**config.mk**
```make
export PLATFORM = sky130hd
export DESIGN_NAME = mem_stage_flat
export DESIGN_NICKNAME = d
export VERILOG_FILES = /design/src/rtl/mem_stage_if.sv /design/src/rtl/mem_stage.sv /design/src/flat_wrapper.sv
export SDC_FILE = /design/constraint.sdc
export NUM_CORES = 1
export LEC_CHECK = 0
export BUFFER_PORTS_ARGS = -buffer_cell sky130_fd_sc_hd__buf_2
export CORE_ASPECT_RATIO = 0.6
export CORE_UTILIZATION = 46
export DETAILED_ROUTE_END_ITERATION = 12
export GPL_ROUTABILITY_DRIVEN = 1
export PLACE_DENSITY = 0.77
export SKIP_LAST_GASP = 1
export SLEW_MARGIN = 5
export SYNTH_ARGS = -nofsm -noshare
export SYNTH_HDL_FRONTEND = slang
export SYNTH_SLANG_ARGS = --single-unit
```
**constraint.sdc**
```tcl
create_clock -name clk -period 1.8 [get_ports clk]
set_input_delay 0.09 -clock clk [delete_from_list [all_inputs] [get_ports clk]]
set_output_delay 0.09 -clock clk [all_outputs]
set_load 0.01 [all_outputs]
```
**src/rtl/mem_stage_if.sv**
```systemverilog
// Execute/memory/write-back handshake and data-SRAM response bundle for the MEM stage.
// slave is the stage's own view; master is the surrounding pipeline's view.
interface mem_stage_if;
  logic        es_to_ms_valid;
  logic        ms_allowin;
  logic [31:0] es_pc;
  logic [4:0]  es_dest;
  logic        es_rf_we;
  logic        es_mem_req;
  logic [2:0]  es_ld_op;
  logic [1:0]  es_addr_lo;
  logic [31:0] es_result;
  logic        es_ex;
  logic        data_sram_data_ok;
  logic [31:0] data_sram_rdata;
  logic        flush;
  logic        ws_allowin;
  logic        ms_to_ws_valid;
  logic [31:0] ms_pc;
  logic [4:0]  ms_dest;
  logic        ms_rf_we;
  logic [31:0] ms_result;
  logic        ms_ex;
  logic        ms_fwd_valid;
  logic        ms_fwd_stall;

  modport slave (
    input  es_to_ms_valid, es_pc, es_dest, es_rf_we, es_mem_req, es_ld_op,
           es_addr_lo, es_result, es_ex, data_sram_data_ok, data_sram_rdata,
           flush, ws_allowin,
    output ms_allowin, ms_to_ws_valid, ms_pc, ms_dest, ms_rf_we, ms_result,
           ms_ex, ms_fwd_valid, ms_fwd_stall
  );

  modport master (
    output es_to_ms_valid, es_pc, es_dest, es_rf_we, es_mem_req, es_ld_op,
           es_addr_lo, es_result, es_ex, data_sram_data_ok, data_sram_rdata,
           flush, ws_allowin,
    input  ms_allowin, ms_to_ws_valid, ms_pc, ms_dest, ms_rf_we, ms_result,
           ms_ex, ms_fwd_valid, ms_fwd_stall
  );
endinterface

```
**src/rtl/mem_stage.sv**
```systemverilog
// LoongArch MEM stage: waits for data_ok, aligns/extends load data, forwards hazards,
// and discards responses belonging to requests orphaned by a flush.
module mem_stage #(
    parameter int unsigned DROP_CNT_W = 2
) (
    input  logic         clk,
    input  logic         resetn,
    mem_stage_if.slave   bus
);

    typedef enum logic [2:0] {
        LD_NONE = 3'b000,
        LD_B    = 3'b001,
        LD_BU   = 3'b010,
        LD_H    = 3'b011,
        LD_HU   = 3'b100,
        LD_W    = 3'b101
    } ld_op_e;

    localparam int unsigned CW = DROP_CNT_W + 1;

    logic                  r_valid;
    logic                  r_have_data;
    logic [DROP_CNT_W-1:0] r_drop_cnt;
    logic [31:0]           r_buf;
    logic [31:0]           r_pc;
    logic [4:0]            r_dest;
    logic                  r_rf_we;
    logic                  r_mem_req;
    ld_op_e                r_ld_op;
    logic [1:0]            r_addr_lo;
    logic [31:0]           r_result;
    logic                  r_ex;

    logic          w_live_ok;
    logic          w_stale;
    logic          w_ready_go;
    logic          w_allowin;
    logic          w_to_ws;
    logic          w_handoff;
    logic          w_waiting;
    logic          w_capture;
    logic          w_load;
    logic          w_orphan_a;
    logic          w_orphan_b;
    logic [CW-1:0] w_drop_sum;
    logic [31:0]   w_ld_data;
    logic [31:0]   w_shifted;
    logic [31:0]   w_final;
    logic          w_rf_we;
    logic          w_fwd_valid;

    // A nonzero drop count means the next response belongs to a flushed request.
    assign w_live_ok  = bus.data_sram_data_ok & (r_drop_cnt == '0);
    assign w_stale    = bus.data_sram_data_ok & (r_drop_cnt != '0);
    assign w_ready_go = ~r_mem_req | r_have_data | w_live_ok;
    assign w_allowin  = ~r_valid | (w_ready_go & bus.ws_allowin) | bus.flush;
    assign w_to_ws    = r_valid & w_ready_go & ~bus.flush;
    assign w_handoff  = w_to_ws & bus.ws_allowin;
    assign w_waiting  = r_valid & r_mem_req & ~r_have_data;
    assign w_capture  = w_live_ok & w_waiting & ~w_handoff & ~bus.flush;
    assign w_load     = bus.es_to_ms_valid & w_allowin & ~bus.flush;

    assign w_orphan_a = bus.flush & w_waiting & ~w_live_ok;
    assign w_orphan_b = bus.flush & bus.es_to_ms_valid & bus.es_mem_req;

    // Stale decrement only happens with a nonzero count, so the sum cannot underflow.
    assign w_drop_sum = {1'b0, r_drop_cnt} + CW'(w_orphan_a) + CW'(w_orphan_b) - CW'(w_stale);

    always_ff @(posedge clk or negedge resetn) begin
        if (!resetn) begin
            r_valid     <= 1'b0;
            r_have_data <= 1'b0;
            r_drop_cnt  <= '0;
            r_buf       <= '0;
            r_pc        <= '0;
            r_dest      <= '0;
            r_rf_we     <= 1'b0;
            r_mem_req   <= 1'b0;
            r_ld_op     <= LD_NONE;
            r_addr_lo   <= '0;
            r_result    <= '0;
            r_ex        <= 1'b0;
        end else begin
            if (w_allowin) begin
                r_valid <= bus.es_to_ms_valid & ~bus.flush;
            end
            if (w_load) begin
                r_pc      <= bus.es_pc;
                r_dest    <= bus.es_dest;
                r_rf_we   <= bus.es_rf_we;
                r_mem_req <= bus.es_mem_req;
                r_ld_op   <= ld_op_e'(bus.es_ld_op);
                r_addr_lo <= bus.es_addr_lo;
                r_result  <= bus.es_result;
                r_ex      <= bus.es_ex;
            end
            if (bus.flush | w_handoff) begin
                r_have_data <= 1'b0;
            end else if (w_capture) begin
                r_have_data <= 1'b1;
            end
            if (w_capture) begin
                r_buf <= bus.data_sram_rdata;
            end
            r_drop_cnt <= w_drop_sum[DROP_CNT_W-1:0];
        end
    end

    a_drop_cnt_no_overflow: assert property (
        @(posedge clk) disable iff (!resetn) w_drop_sum[CW-1] == 1'b0
    );

    // Bypass live response data so the result is valid in the data_ok cycle itself.
    assign w_ld_data = r_have_data ? r_buf : bus.data_sram_rdata;
    assign w_shifted = w_ld_data >> {r_addr_lo, 3'b000};

    always_comb begin
        w_final = r_result;
        unique case (r_ld_op)
            LD_B:    w_final = {{24{w_shifted[7]}}, w_shifted[7:0]};
            LD_BU:   w_final = {24'h0, w_shifted[7:0]};
            LD_H:    w_final = {{16{w_shifted[15]}}, w_shifted[15:0]};
            LD_HU:   w_final = {16'h0, w_shifted[15:0]};
            LD_W:    w_final = w_ld_data;
            default: w_final = r_result;
        endcase
    end

    assign w_rf_we     = r_rf_we & ~r_ex;
    assign w_fwd_valid = r_valid & w_rf_we & (r_dest != '0);

    assign bus.ms_allowin     = w_allowin;
    assign bus.ms_to_ws_valid = w_to_ws;
    assign bus.ms_pc          = r_pc;
    assign bus.ms_dest        = r_dest;
    assign bus.ms_rf_we       = w_rf_we;
    assign bus.ms_result      = w_final;
    assign bus.ms_ex          = r_ex;
    assign bus.ms_fwd_valid   = w_fwd_valid;
    assign bus.ms_fwd_stall   = w_fwd_valid & r_mem_req & ~r_have_data & ~w_live_ok;

endmodule

```
**src/flat_wrapper.sv**
```systemverilog
// flat-port wrapper written by rule: the top's interface ports become plain ports
module mem_stage_flat 
#(
    parameter int unsigned DROP_CNT_W = 2
)
  (clk, resetn, bus_es_to_ms_valid, bus_es_pc, bus_es_dest, bus_es_rf_we, bus_es_mem_req, bus_es_ld_op, bus_es_addr_lo, bus_es_result, bus_es_ex, bus_data_sram_data_ok, bus_data_sram_rdata, bus_flush, bus_ws_allowin, bus_ms_allowin, bus_ms_to_ws_valid, bus_ms_pc, bus_ms_dest, bus_ms_rf_we, bus_ms_result, bus_ms_ex, bus_ms_fwd_valid, bus_ms_fwd_stall);
  mem_stage_if bus_i ();
  input  logic clk;
  input  logic resetn;
  input wire logic [$bits(bus_i.es_to_ms_valid)-1:0] bus_es_to_ms_valid;
  input wire logic [$bits(bus_i.es_pc)-1:0] bus_es_pc;
  input wire logic [$bits(bus_i.es_dest)-1:0] bus_es_dest;
  input wire logic [$bits(bus_i.es_rf_we)-1:0] bus_es_rf_we;
  input wire logic [$bits(bus_i.es_mem_req)-1:0] bus_es_mem_req;
  input wire logic [$bits(bus_i.es_ld_op)-1:0] bus_es_ld_op;
  input wire logic [$bits(bus_i.es_addr_lo)-1:0] bus_es_addr_lo;
  input wire logic [$bits(bus_i.es_result)-1:0] bus_es_result;
  input wire logic [$bits(bus_i.es_ex)-1:0] bus_es_ex;
  input wire logic [$bits(bus_i.data_sram_data_ok)-1:0] bus_data_sram_data_ok;
  input wire logic [$bits(bus_i.data_sram_rdata)-1:0] bus_data_sram_rdata;
  input wire logic [$bits(bus_i.flush)-1:0] bus_flush;
  input wire logic [$bits(bus_i.ws_allowin)-1:0] bus_ws_allowin;
  output wire logic [$bits(bus_i.ms_allowin)-1:0] bus_ms_allowin;
  output wire logic [$bits(bus_i.ms_to_ws_valid)-1:0] bus_ms_to_ws_valid;
  output wire logic [$bits(bus_i.ms_pc)-1:0] bus_ms_pc;
  output wire logic [$bits(bus_i.ms_dest)-1:0] bus_ms_dest;
  output wire logic [$bits(bus_i.ms_rf_we)-1:0] bus_ms_rf_we;
  output wire logic [$bits(bus_i.ms_result)-1:0] bus_ms_result;
  output wire logic [$bits(bus_i.ms_ex)-1:0] bus_ms_ex;
  output wire logic [$bits(bus_i.ms_fwd_valid)-1:0] bus_ms_fwd_valid;
  output wire logic [$bits(bus_i.ms_fwd_stall)-1:0] bus_ms_fwd_stall;
  assign bus_i.es_to_ms_valid = bus_es_to_ms_valid;
  assign bus_i.es_pc = bus_es_pc;
  assign bus_i.es_dest = bus_es_dest;
  assign bus_i.es_rf_we = bus_es_rf_we;
  assign bus_i.es_mem_req = bus_es_mem_req;
  assign bus_i.es_ld_op = bus_es_ld_op;
  assign bus_i.es_addr_lo = bus_es_addr_lo;
  assign bus_i.es_result = bus_es_result;
  assign bus_i.es_ex = bus_es_ex;
  assign bus_i.data_sram_data_ok = bus_data_sram_data_ok;
  assign bus_i.data_sram_rdata = bus_data_sram_rdata;
  assign bus_i.flush = bus_flush;
  assign bus_i.ws_allowin = bus_ws_allowin;
  assign bus_ms_allowin = bus_i.ms_allowin;
  assign bus_ms_to_ws_valid = bus_i.ms_to_ws_valid;
  assign bus_ms_pc = bus_i.ms_pc;
  assign bus_ms_dest = bus_i.ms_dest;
  assign bus_ms_rf_we = bus_i.ms_rf_we;
  assign bus_ms_result = bus_i.ms_result;
  assign bus_ms_ex = bus_i.ms_ex;
  assign bus_ms_fwd_valid = bus_i.ms_fwd_valid;
  assign bus_ms_fwd_stall = bus_i.ms_fwd_stall;
  mem_stage #(.DROP_CNT_W(DROP_CNT_W)) u_core (.clk(clk), .resetn(resetn), .bus(bus_i));
endmodule
```
* After elaboration in Yosys (flattened, before gate mapping)
Index checks and enable logic that the tools add are counted.
Word-level totals: bits in registers 113, logic and storage cells 65, input bits 115, output and inout bits 75
Operators by class: shift-type cells 1, reductions and logical operators 4, multiplexer cells 4, eq/ne operators 5, $add $sub $neg 3, bitwise logic cells 36
Operator list (count):
- $pmux 32 s5 | 1
- $mux 32 | 1
- $shr 32x5->16 | 1
- $and 1x1->1 | 24
- $not 1->1 | 7
- $eq 3x2->1 const B | 2
- $eq 3x3->1 const B | 2
- $or 1x1->1 | 5
- $reduce_bool 5->1 | 1
- $add 2x1->2 | 2
- $reduce_bool 2->1 | 2
- $eq 3x1->1 const B | 1
- $logic_not 2->1 | 1
- $mux 1 | 2
- $sub 2x1->2 | 1

* Depth between registers and ports, before layout
word-level depth 11, mapped depth 8, gate-level depth less buffers 7

* Least setup slack after synthesis
Ideal clock, no wire load.
path kind register to register, from register u_core.r_have_data, to register u_core.r_drop_cnt[1], required time 1677 ps, stages on the path, launching flop included 9, arrival 1853 ps, setup slack -176 ps, period minus slack after synthesis 1976 ps, library setup time 123 ps, buffers on the path 1, cell sequence dfrtp_1 > buf_6 > nand2b_1 > nor2_1 > nand3_1 > ha_1 > fa_1 > xor2_1 > xnor2_1
On the way: cells in the longest elaborated chain, start to end 7
RTL lines:
- from (decl) | line mem_stage.sv:23 | logic r_have_data;
- from (signal assigned) | line mem_stage.sv:73 | r_have_data <= 1'b0;
- from (signal assigned) | line mem_stage.sv:99 | r_have_data <= 1'b0;
- from (signal assigned) | line mem_stage.sv:101 | r_have_data <= 1'b1;
- $not 1->1 | line mem_stage.sv:60 | assign w_waiting = r_valid & r_mem_req & ~r_have_data;
- $and 1x1->1 | line mem_stage.sv:60
- $and 1x1->1 (2 in a row) | line mem_stage.sv:64 | assign w_orphan_a = bus.flush & w_waiting & ~w_live_ok;
- $add 2x1->2 (2 in a row) | line mem_stage.sv:68 | assign w_drop_sum = {1'b0, r_drop_cnt} + CW'(w_orphan_a) + CW'(w_orphan_b) - CW'(w_stale);
- $sub 2x1->2 | line mem_stage.sv:68
- via u_core.w_drop_sum[1] | line mem_stage.sv:46 | logic [CW-1:0] w_drop_sum;
- to (signal assigned) | line mem_stage.sv:106 | r_drop_cnt <= w_drop_sum[DROP_CNT_W-1:0];
- to (decl) | line mem_stage.sv:24 | logic [DROP_CNT_W-1:0] r_drop_cnt;
The timed path passes the listed nets, and every way through them passes these cells. A chain may end at the register's enable or synchronous reset.

* Worst setup path in the final report
from register u_core.r_have_data, to output port bus_ms_result[18]
On the way: cells in the longest elaborated chain, start to end 3
RTL lines:
- $mux 32 * | line mem_stage.sv:115 | assign w_ld_data = r_have_data ? r_buf : bus.data_sram_rdata;
- $shr 32x5->16 | line mem_stage.sv:116 | assign w_shifted = w_ld_data >> {r_addr_lo, 3'b000};
- $pmux 32 s5 * | line mem_stage.sv:120 | unique case (r_ld_op)
- to (decl) | line flat_wrapper.sv:28 | output wire logic [$bits(bus_i.ms_result)-1:0] bus_ms_result;
Mark *: on every way between the ends. The rest lies on a longest branch, timed or not.

==> impl_metrics.csv <==
group,metric,value,unit
outcome,status,"complete, but fails checks",
outcome,failed_checks,"negative setup slack",
clocking,clkSinkCount,113,
grt,grt_pass1_vias,5868,
pwr,seqPwrFrac,0.314,
place,gp_congestion,0.966,
worst_setup_path,path_cells,"mux2_4, mux4_2, buf_6, a22oi_4, buf_12, a31oi_1, buf_2",
worst_setup_path,cp-startpoint,"u_core.r_have_data$_DFFE_PN0P_",
layout,area_delta_synth_final,62.1,%
pwr,net-switching-power,0.00371,W
detailed_routing,drc,0,
grt,grt_usage,0.343,
synth,seq_area_frac_synth,0.491,
clocking,clock_path_buffers,2,
pwr,power.internal,0.00792,W
clocking,clk_pin_slew,60,ps
worst_hold_path,hp-class,"in2reg",
sta,period_minus_slack,2630,ps
layout,drive_gt1_frac,0.552,
grt,grt_antenna_before_repair,1,
sta,setup_slack,-831,ps
clocking,clock-root-buffer,"clkbuf_16",
clocking,cts_tree,"built",
worst_setup_path,reg2reg_to,"u_core.r_drop_cnt[1]$_DFF_PN0_",
worst_setup_path,critical_path_class,"reg2out",
worst_setup_path,worstSetupEndpoint,"bus_ms_result[18]",
worst_setup_path,start_kind,"flop",
synth,ys_ff_latch,113,
worst_setup_path,max_stage_delay,510,ps
detailed_routing,antenna_left,0,
pwr,netSwitchingFraction,0.319,
sta,setup_viol,146,
pwr,power.total,0.0116,W
floorplan,start_util,0.474,
floorplan,die_area,13000,um^2
floorplan,rows,31,
sta,slew_headroom,0.696,
pwr,ir_worst_vdd,0.000679,V
place,place_inst,848,
floorplan,die_h,88.7,um
synth,syn_inst,465,
detailed_routing,drt_iter0_markers,387,
worst_setup_path,crit_path_max_fanout,16,
place,hpwl,13.0,mm
detailed_routing,num_vias,5577,
sta,finalMaxSlewViolations,0,
sta,rsz0062_at_grt,"yes",
detailed_routing,dr.pass1.iters,5,
pwr,power_frac_clock,0.333,
worst_setup_path,crit_path_end_kind,"primary output",
job,drv_cap,0,
worst_setup_path,r2r-start,"u_core.r_have_data$_DFFE_PN0P_",
sta,timing.final.crit_share,1.46,
worst_setup_path,required,1710,ps
synth,ys_types,37,
synth,syn_area,5760,um^2
detailed_routing,post_drt_wl_per_cell,20.9,um
sta,worstMarginPinSlew,454,ps
worst_setup_path,reg2regPathDepth,8,
clocking,cts_buffers,17,
place,io_buffer_count,189,
worst_setup_path,reg2reg_slack,-530,ps
synth,syn-num-nets,582,
grt,overflow,0,
grt,grt_pass1_wl,32.9,mm
synth,yosys_warnings,0,
synth,avgSynthCellArea,12.4,um^2
detailed_routing,routed_wl,20.9,mm
grt,grt_max_degree,40,
floorplan,fp.dieW,146,um
worst_setup_path,critical_path.slowest_cell,"dfrtp_2",
sta,fmax,0.380,GHz
pwr,p_leak,4.32,nW
clocking,htree_levels,4,
sta,finalHoldViolations,0,
layout,fin_nets,937,
sta,clock_skew,7.02,ps
pwr,p_comb_frac,0.353,
sta,setup_tns,-47990,ps
pwr,powerDensity,1250,nW/um^2
layout,stdcell_count,1000,
clocking,insertion_delay,410,ps
floorplan,boundaryPins,190,
detailed_routing,vias_per_cell,5.58,
worst_setup_path,cp.arrival,2540,ps
floorplan,core,12100,um^2
## flip-flops by register name, indices dropped and copies added (netlist names)
name                flops
u_core.bus.ms_pc       32
u_core.r_buf           32
u_core.r_result        32
u_core.bus.ms_dest      5
u_core.r_ld_op          3
u_core.r_addr_lo        2
u_core.r_drop_cnt       2
u_core.bus.ms_ex        1
u_core.r_have_data      1
u_core.r_mem_req        1
u_core.r_rf_we          1
u_core.r_valid          1
## cell families (layout without fill, tap and decap cells)
logic type | after synthesis | count (layout) | synth area share
adder cells (fa/ha/maj) | 2 | 2 | 0.00565
multiplexers | 151 | 151 | 0.315
buffers and inverters | 36 | 404 | 0.0306
AO/OA/AOI/OAI | 73 | 73 | 0.0873
XOR/XNOR | 2 | 2 | 0.00304
AND/OR/NAND/NOR | 88 | 88 | 0.0671
flip-flops | 113 | 113 | 0.491
other | 0 | 2 | 0
## repair_timing
| item | in CTS | in global routing |
|---|---|---|
| cloned | 1 | 0 |
| pin swaps | 3 | 2 |
| gates resized for setup | 28 | 1 |
| hold buffers | 112 | 0 |
| setup endpoints to repair | 146 | 146 |
| setup buffers | 4 | 1 |
| hold endpoints to repair | 197 | 0 |
## through the flow
stage / util / cell area, um^2 / hold slack, ps / worst slack, ps
floorplan: - / 5770 / -206 / -146
global placement: 0.604 / 7330 / 33.4 / -390
detailed placement: 0.604 / 7330 / 44.6 / -472
CTS: 0.767 / 9320 / 6.92 / -798
global route: 0.769 / 9330 / 7.07 / -897
finish: 0.769 / 9340 / 14.5 / -831
## routing by layer
metal  vias to the layer above  track usage  share of wire
met5                         -            0              0
met1                      2785        0.442           0.42
met4                         0        0.107          0.020
met3                        40        0.108          0.099
met2                       332        0.561           0.46
li1                       2420            -              -
## power by group through the flow
stage	sequential, W	combinational (W)	clock, W
global route	0.00370	0.00439	0.00403
detailed placement	0.00361	0.00358	0
floorplan	0.00362	0.00197	0
CTS	0.00359	0.00398	0.00389
finish	0.00365	0.00411	0.00387
global placement	0.00358	0.00348	0
## layout by cell type, fill, tap and decap left out, types with 8 or more instances in the layout
cell / Yosys / routed
nand2_1: 26 / 25
a21oi_1: 11 / 8
a211oi_1: 9 / 8
nor2b_1: 8 / 8
buf_2: 9 / 188
buf_4: 4 / 56
nor2_1: 38 / 37
mux2_2: 139 / 136
dlygate4sd3_1: 0 / 112
a22o_1: 8 / 8
dfrtp_1: 113 / 112
mux4_2: 10 / 10
clkbuf_16: 0 / 17
a31oi_1: 18 / 18
## area by class of cell
cell class | count | area, um^2
Inverter | 4 | 15.0
Antenna cell | 2 | 5.00
Tap cell | 165 | 206
Clock buffer | 18 | 439
Multi-Input combinational cell | 316 | 2910
Sequential cell | 113 | 2830
Fill cell | 713 | 2800
Clock inverter | 14 | 235
Timing Repair Buffer | 368 | 2700
## worst min path at each step
stage | startpoint | end | slack, ps | cells after the start
after floorplan | resetn | u_core.bus.ms_dest[0]$_DFFE_PN0P_ | -210 | 0
after global placement | resetn | u_core.bus.ms_pc[3]$_DFFE_PN0P_ | 30 | 1
after detailed placement | resetn | u_core.bus.ms_pc[19]$_DFFE_PN0P_ | 40 | 1
after CTS | bus_es_to_ms_valid | u_core.r_valid$_DFFE_PN0P_ | 7 | 3
after global routing | bus_es_to_ms_valid | u_core.r_valid$_DFFE_PN0P_ | 7 | 3
final | bus_es_to_ms_valid | u_core.r_valid$_DFFE_PN0P_ | 10 | 3
## synth_stat cells
cell type | n | share of area
nor3_1 | 4 | 0.0035
clkbuf_1 | 12 | 0.0078
a22oi_1 | 1 | 0.0013
buf_6 | 2 | 0.0039
nand3_1 | 2 | 0.0017
buf_2 | 9 | 0.0078
fa_1 | 1 | 0.0035
nor2b_1 | 8 | 0.0087
or3b_2 | 1 | 0.0015
nand2_1 | 26 | 0.017
o21ai_1 | 1 | 0.00087
a22oi_4 | 1 | 0.0037
a41oi_1 | 6 | 0.0091
inv_1 | 4 | 0.0026
a31oi_1 | 18 | 0.020
mux2_4 | 1 | 0.0026
o21a_1 | 1 | 0.0013
dfrtp_1 | 113 | 0.49
nand2b_1 | 7 | 0.0076
a211oi_1 | 9 | 0.012
a21oi_1 | 11 | 0.0096
xor2_1 | 1 | 0.0015
and2_1 | 1 | 0.0011
mux2_2 | 139 | 0.27
a21oi_2 | 1 | 0.0015
ha_1 | 1 | 0.0022
o22ai_1 | 8 | 0.0087
mux2_1 | 1 | 0.0020
a22o_1 | 8 | 0.012
o21ai_0 | 7 | 0.0061
mux4_2 | 10 | 0.039
nor2_1 | 38 | 0.025
a222oi_1 | 1 | 0.0017
buf_4 | 4 | 0.0052
buf_1 | 5 | 0.0033
xnor2_1 | 1 | 0.0015
nor3b_1 | 1 | 0.0013
## worst max-delay path, delay by kind of cell (launching register included)
family	cells	cell delay, ps
flops	1	510
buf+inv	3	480
mux	2	850
compound gates	2	280
Power figures use the tool's default switching activity.
